## src/rtl/sha256_round_core.sv

```systemverilog
// SHA-256 compression core: 64 rounds of one 512-bit block.
// Latency: done pulses in the 65th cycle after the accepting start edge.
// Backpressure: none; start is only honoured in IDLE and is dropped otherwise.
//
// Ports:
//   clk, rst          rising-edge clock, synchronous active-high reset
//   start, Block      request to compress; 2-bit tag captured with start
//   block_in          512-bit message block, W0 in [511:480] .. W15 in [31:0]
//   h_in              initial working values, a in [255:224] .. h in [31:0]
//   busy, done        busy for every round cycle; done is a one-cycle pulse
//   a_out..h_out      working variables after round 63 (no feed-forward)
//   Block_out         tag captured at start, valid with done
module sha256_round_core (
    input  logic         clk,
    input  logic         rst,
    input  logic         start,
    input  logic [1:0]   Block,
    input  logic [511:0] block_in,
    input  logic [255:0] h_in,
    output logic         busy,
    output logic         done,
    output logic [31:0]  a_out,
    output logic [31:0]  b_out,
    output logic [31:0]  c_out,
    output logic [31:0]  d_out,
    output logic [31:0]  e_out,
    output logic [31:0]  f_out,
    output logic [31:0]  g_out,
    output logic [31:0]  h_out,
    output logic [1:0]   Block_out
);

    typedef enum logic [1:0] {
        IDLE  = 2'd0,
        ROUND = 2'd1,
        DONE  = 2'd2
    } state_t;

    localparam logic [31:0] K [64] = '{
        32'h428a2f98, 32'h71374491, 32'hb5c0fbcf, 32'he9b5dba5, 32'h3956c25b, 32'h59f111f1, 32'h923f82a4, 32'hab1c5ed5,
        32'hd807aa98, 32'h12835b01, 32'h243185be, 32'h550c7dc3, 32'h72be5d74, 32'h80deb1fe, 32'h9bdc06a7, 32'hc19bf174,
        32'he49b69c1, 32'hefbe4786, 32'h0fc19dc6, 32'h240ca1cc, 32'h2de92c6f, 32'h4a7484aa, 32'h5cb0a9dc, 32'h76f988da,
        32'h983e5152, 32'ha831c66d, 32'hb00327c8, 32'hbf597fc7, 32'hc6e00bf3, 32'hd5a79147, 32'h06ca6351, 32'h14292967,
        32'h27b70a85, 32'h2e1b2138, 32'h4d2c6dfc, 32'h53380d13, 32'h650a7354, 32'h766a0abb, 32'h81c2c92e, 32'h92722c85,
        32'ha2bfe8a1, 32'ha81a664b, 32'hc24b8b70, 32'hc76c51a3, 32'hd192e819, 32'hd6990624, 32'hf40e3585, 32'h106aa070,
        32'h19a4c116, 32'h1e376c08, 32'h2748774c, 32'h34b0bcb5, 32'h391c0cb3, 32'h4ed8aa4a, 32'h5b9cca4f, 32'h682e6ff3,
        32'h748f82ee, 32'h78a5636f, 32'h84c87814, 32'h8cc70208, 32'h90befffa, 32'ha4506ceb, 32'hbef9a3f7, 32'hc67178f2
    };

    function automatic logic [31:0] big_sigma0(input logic [31:0] x);
        return {x[1:0], x[31:2]} ^ {x[12:0], x[31:13]} ^ {x[21:0], x[31:22]};
    endfunction

    function automatic logic [31:0] big_sigma1(input logic [31:0] x);
        return {x[5:0], x[31:6]} ^ {x[10:0], x[31:11]} ^ {x[24:0], x[31:25]};
    endfunction

    function automatic logic [31:0] small_sigma0(input logic [31:0] x);
        return {x[6:0], x[31:7]} ^ {x[17:0], x[31:18]} ^ {3'b0, x[31:3]};
    endfunction

    function automatic logic [31:0] small_sigma1(input logic [31:0] x);
        return {x[16:0], x[31:17]} ^ {x[18:0], x[31:19]} ^ {10'b0, x[31:10]};
    endfunction

    // Power-up values give a defined IDLE state with zeroed outputs even
    // before the first reset.
    state_t      state = IDLE;
    state_t      state_nxt;
    logic [5:0]  t     = '0;
    logic [1:0]  blk_q = '0;
    logic [31:0] a = '0, b = '0, c = '0, d = '0;
    logic [31:0] e = '0, f = '0, g = '0, h = '0;
    // w[0] always holds W[t]; w[15] receives W[t+16] on each round.
    logic [31:0] w [16] = '{default: '0};

    logic [31:0] t1, t2, w_new;

    always_comb begin
        t1    = h + big_sigma1(e) + ((e & f) ^ (~e & g)) + K[t] + w[0];
        t2    = big_sigma0(a) + ((a & b) ^ (a & c) ^ (b & c));
        w_new = small_sigma1(w[14]) + w[9] + small_sigma0(w[1]) + w[0];
    end

    // State register
    always_ff @(posedge clk) begin
        if (rst) state <= IDLE;
        else     state <= state_nxt;
    end

    // Next-state logic
    always_comb begin
        state_nxt = state;
        unique case (state)
            IDLE:    if (start) state_nxt = ROUND;
            ROUND:   if (t == 6'd63) state_nxt = DONE;
            DONE:    state_nxt = IDLE;
            default: state_nxt = IDLE;
        endcase
    end

    // Output decode
    always_comb begin
        busy = (state == ROUND);
        done = (state == DONE);
    end

    // Datapath: working variables, message window, round counter, tag
    always_ff @(posedge clk) begin
        if (rst) begin
            {a, b, c, d, e, f, g, h} <= '0;
            for (int i = 0; i < 16; i++) w[i] <= '0;
            t     <= '0;
            blk_q <= '0;
        end else begin
            unique case (state)
                IDLE: begin
                    if (start) begin
                        {a, b, c, d, e, f, g, h} <= h_in;
                        for (int i = 0; i < 16; i++) w[i] <= block_in[511-32*i -: 32];
                        t     <= '0;
                        blk_q <= Block;
                    end
                end
                ROUND: begin
                    a <= t1 + t2;
                    b <= a;
                    c <= b;
                    d <= c;
                    e <= d + t1;
                    f <= e;
                    g <= f;
                    h <= g;
                    // Schedule words past W63 are computed but never consumed.
                    for (int i = 0; i < 15; i++) w[i] <= w[i+1];
                    w[15] <= w_new;
                    // Saturate so the counter parks at 63 instead of wrapping.
                    if (t != 6'd63) t <= t + 6'd1;
                end
                default: ;
            endcase
        end
    end

    assign a_out     = a;
    assign b_out     = b;
    assign c_out     = c;
    assign d_out     = d;
    assign e_out     = e;
    assign f_out     = f;
    assign g_out     = g;
    assign h_out     = h;
    assign Block_out = blk_q;

endmodule
```

## config.mk

```make
export PLATFORM = sky130hd
export DESIGN_NAME = sha256_round_core
export DESIGN_NICKNAME = d
export VERILOG_FILES = /design/src/rtl/sha256_round_core.sv
export SDC_FILE = /design/constraint.sdc
export NUM_CORES = 2
export LEC_CHECK = 0
export ABC_AREA = 1
export CAP_MARGIN = 25
export CORE_AREA = 4 4 399 401
export DETAILED_ROUTE_END_ITERATION = 8
export DIE_AREA = 0 0 403 405
export PLACE_DENSITY = 0.54
export RECOVER_POWER = 50
export SYNTH_ARGS = -nofsm -noshare
export SYNTH_HDL_FRONTEND = slang
export SYNTH_SLANG_ARGS = --single-unit
```

## constraint.sdc

```tcl
create_clock -name clk -period 17.2 [get_ports clk]
set_input_delay 5.16 -clock clk [delete_from_list [all_inputs] [get_ports clk]]
set_output_delay 5.16 -clock clk [all_outputs]
set_load 0.02 [all_outputs]
```

==> summary.txt <==
Detailed routing
  – Vias/cell: about 5.3
  – Pre-antenna DRT Iters: 8
  – Vias: approximately 50000
  – Initial DRC count: approximately 5200
  – Routed WL per cell: 29.4 um
  – Residual DRC: 0
  – Final WL: about 270 mm
  – Antenna Nets Post-Route: 0

Synth
  – Yosys cell types: between 70 and 80
  – Ys flop type: edfxtp_1
  – Post-synth net total: 7469
  – Yosys reg bits: approximately 780
  – Post-Syn Area: 51800 um2
  – Synth area leader: edfxtp_1
  – Post-Synthesis Cells: 6367
  – Syn avg cell area: ~8.1 um2
  – Post-synth EDFFs: between 500 and 600
  – Top post-synthesis cells by area: edfxtp_1 30%, nand2_1 13%, dfxtp_1 10%, fa_1 7.2%, inv_1 6.4%
  – Ys Warns: 0
  – Async SR Flop Fraction: 0
  – Synth top area share: 0.297
  – Share of the yosys chip area belonging to registers: 0.400

Global route
  – Vias in the first global route: 48000
  – GR Overflow Total: 0
  – Total GRT Usage: 0.323
  – Initial antenna violation count: between 80 and 90
  – First-pass GRT wire length: around 380 mm
  – Largest net degree at the start of global routing: 216

Clocking
  – CTS tree: done
  – Clk_lat worst skew: around 0.76 ns
  – CTS buffer count: 94
  – Worst-path clk slew: approximately 0.050 ns
  – Post-CTS Resized: 0
  – # H-tree levels: 3
  – CTS Buffer Depth: 3
  – Number of buffers inserted by hold repair at cts: 0
  – Root Buffer Master: clkbuf_16
  – Clock Sinks: between 700 and 800
  – Post-CTS setup buffer count: 0

Die
  – Core region area: ~160000 um2
  – I/O Pins: approximately 1000
  – Die area: around 160000 um2
  – Starting Density: 0.333
  – Core Rows: around 150
  – Die X: 403 um
  – Die Y: around 410 um

Critical path
  – Arr. time, crit path: around 13 ns
  – Critical path's most frequent cell: nand2_1
  – Slowest cell on the critical path: clkinvlp_2
  – CP Launch Type: input pin
  – Type of the worst setup path: in -> reg
  – CP Max Fanout: between 200 and 250
  – Critical path endpoint category: flop
  – Worst Path Required: 17.66 ns
  – Slowest stage delay, CP: around 2.6 ns
  – CP cell instances: dlygate4sd3_1 -> nand2_1 -> clkinvlp_2 -> nor2_1 -> clkinv_2 -> nand2_1 -> inv_8 -> buf_12 -> nand2_1 -> inv_1

Outcome
  – Status: finished with violations
  – Failing checks: capacitance limit, slew limit

Layout
  – P&R area growth vs syn: 29.0%
  – Seq. cell area: just over 20000 um2
  – Commonest cells after routing, fill and taps aside: 1824 x nand2_1, 880 x inv_1, 771 x clkdlybuf4s50_1, 595 x o21ai_0, 512 x edfxtp_1
  – Layout cell share with drive strength beyond 1: 0.0357
  – Fill cell count: roughly 16000
  – Multi-input gate area: about 26000 um2
  – Fin nets: 8268
  – Commonest non-fill, non-tap cell in the layout: nand2_1

Job
  – Max-Cap Viols: 8

Placed design
  – PortBufs: slightly above 1000
  – Final HPWL DP: around 220 mm
  – Routability Congestion: a little under 1

Timing
  – Total negative slack: 0 ns
  – Max_slew headroom: -1.77
  – Max-slew violations: roughly 460
  – Unrepaired setup endpoints after global routing: false
  – Hold Fails Final Rpt: 0
  – Peak Freq: 82.3 MHz
  – Clk_skew: 0.0780 ns
  – Final Setup Violations: 0
  – Fin crit share: 0.706
  – Fin crit period: between 10 and 15 ns
  – Worst-margin pin slew: 4.15 ns

Hold path
  – Min-delay worst type: reg -> reg
==> critical path, delay by kind of cell <==
| kind | cells | cell delay (ns) |
|---|---|---|
| and+or+nand+nor | 4 | 2.43 |
| buffers and inverters | 6 | 4.66 |
==> registers in the layout (all words and copies together), names as in the netlist <==
name / cells
w: 512
a_out: 32
b_out: 32
c_out: 32
d_out: 32
e_out: 32
f_out: 32
g_out: 32
h_out: 32
t: 6
Block_out: 2
state: 2
==> path summary, 6_finish.rpt <==
path | startpoint | end | slack (ns) | depth (start not counted)
setup / recovery | start | w[0][69] | 5.05 | 10
hold / removal | e_out[25] | e_out[25] | 0.46 | 2
setup reg to reg | t[4] | a_out[27] | 8.56 | 31
hold reg to reg | e_out[25] | e_out[25] | 0.46 | 2
==> logic make-up after synthesis <==
| kind of cell | synth area share |
|---|---|
| buf+inv | 0.0952 |
| compound gates | 0.167 |
| fa+ha+maj | 0.107 |
| flops | 0.400 |
| simple gates | 0.179 |
| xor+xnor | 0.0534 |
==> metal layers <==
layer | routed length [um] | vias to the layer above | track usage
met5 | 323 | - | 0
met2 | 128000 | 2231 | 0.535
met3 | 21500 | 418 | 0.0729
met1 | 112000 | 24200 | 0.410
li1 | - | 22600 | -
met4 | 12300 | 50 | 0.126
==> final cells by class <==
class / count / area share
Antenna cell: 38 / 0.00142
Timing Repair Buffer: 1082 / 0.161
Sequential cell: 778 / 0.310
Multi-Input combinational cell: 4315 / 0.392
Inverter: 895 / 0.0510
Clock inverter: 48 / 0.00803
Clock buffer: 127 / 0.0382
Tap cell: 2058 / 0.0385
==> Yosys cell counts (102+ instances only) <==
| library cell | number |
|---|---|
| fa_1 | 187 |
| a21oi_1 | 198 |
| nand2_1 | 1824 |
| nor2_1 | 203 |
| buf_2 | 102 |
| edfxtp_1 | 512 |
| clkbuf_1 | 242 |
| xor2_1 | 173 |
| dfxtp_1 | 266 |
| ha_1 | 142 |
| a22o_1 | 193 |
| o21ai_0 | 595 |
| xnor2_1 | 139 |
| nand3_1 | 196 |
| inv_1 | 887 |
==> stage by stage <==
stage	setup slack (ns)	utilization	instances	cell area, um2	hold WS, ns
finish	5.05	0.429	9341	66800	0.458
global route	4.67	0.429	9323	66800	0.482
CTS	8.59	0.429	9301	66700	0.462
detailed placement	7.80	0.409	9126	63600	0.452
global placement	7.79	0.409	9126	63600	0.438
floorplan	7.14	-	6367	51800	0.509
Power is not shown: default switching activity piles up to over one toggle a cycle in this logic, so the estimate is an artifact.
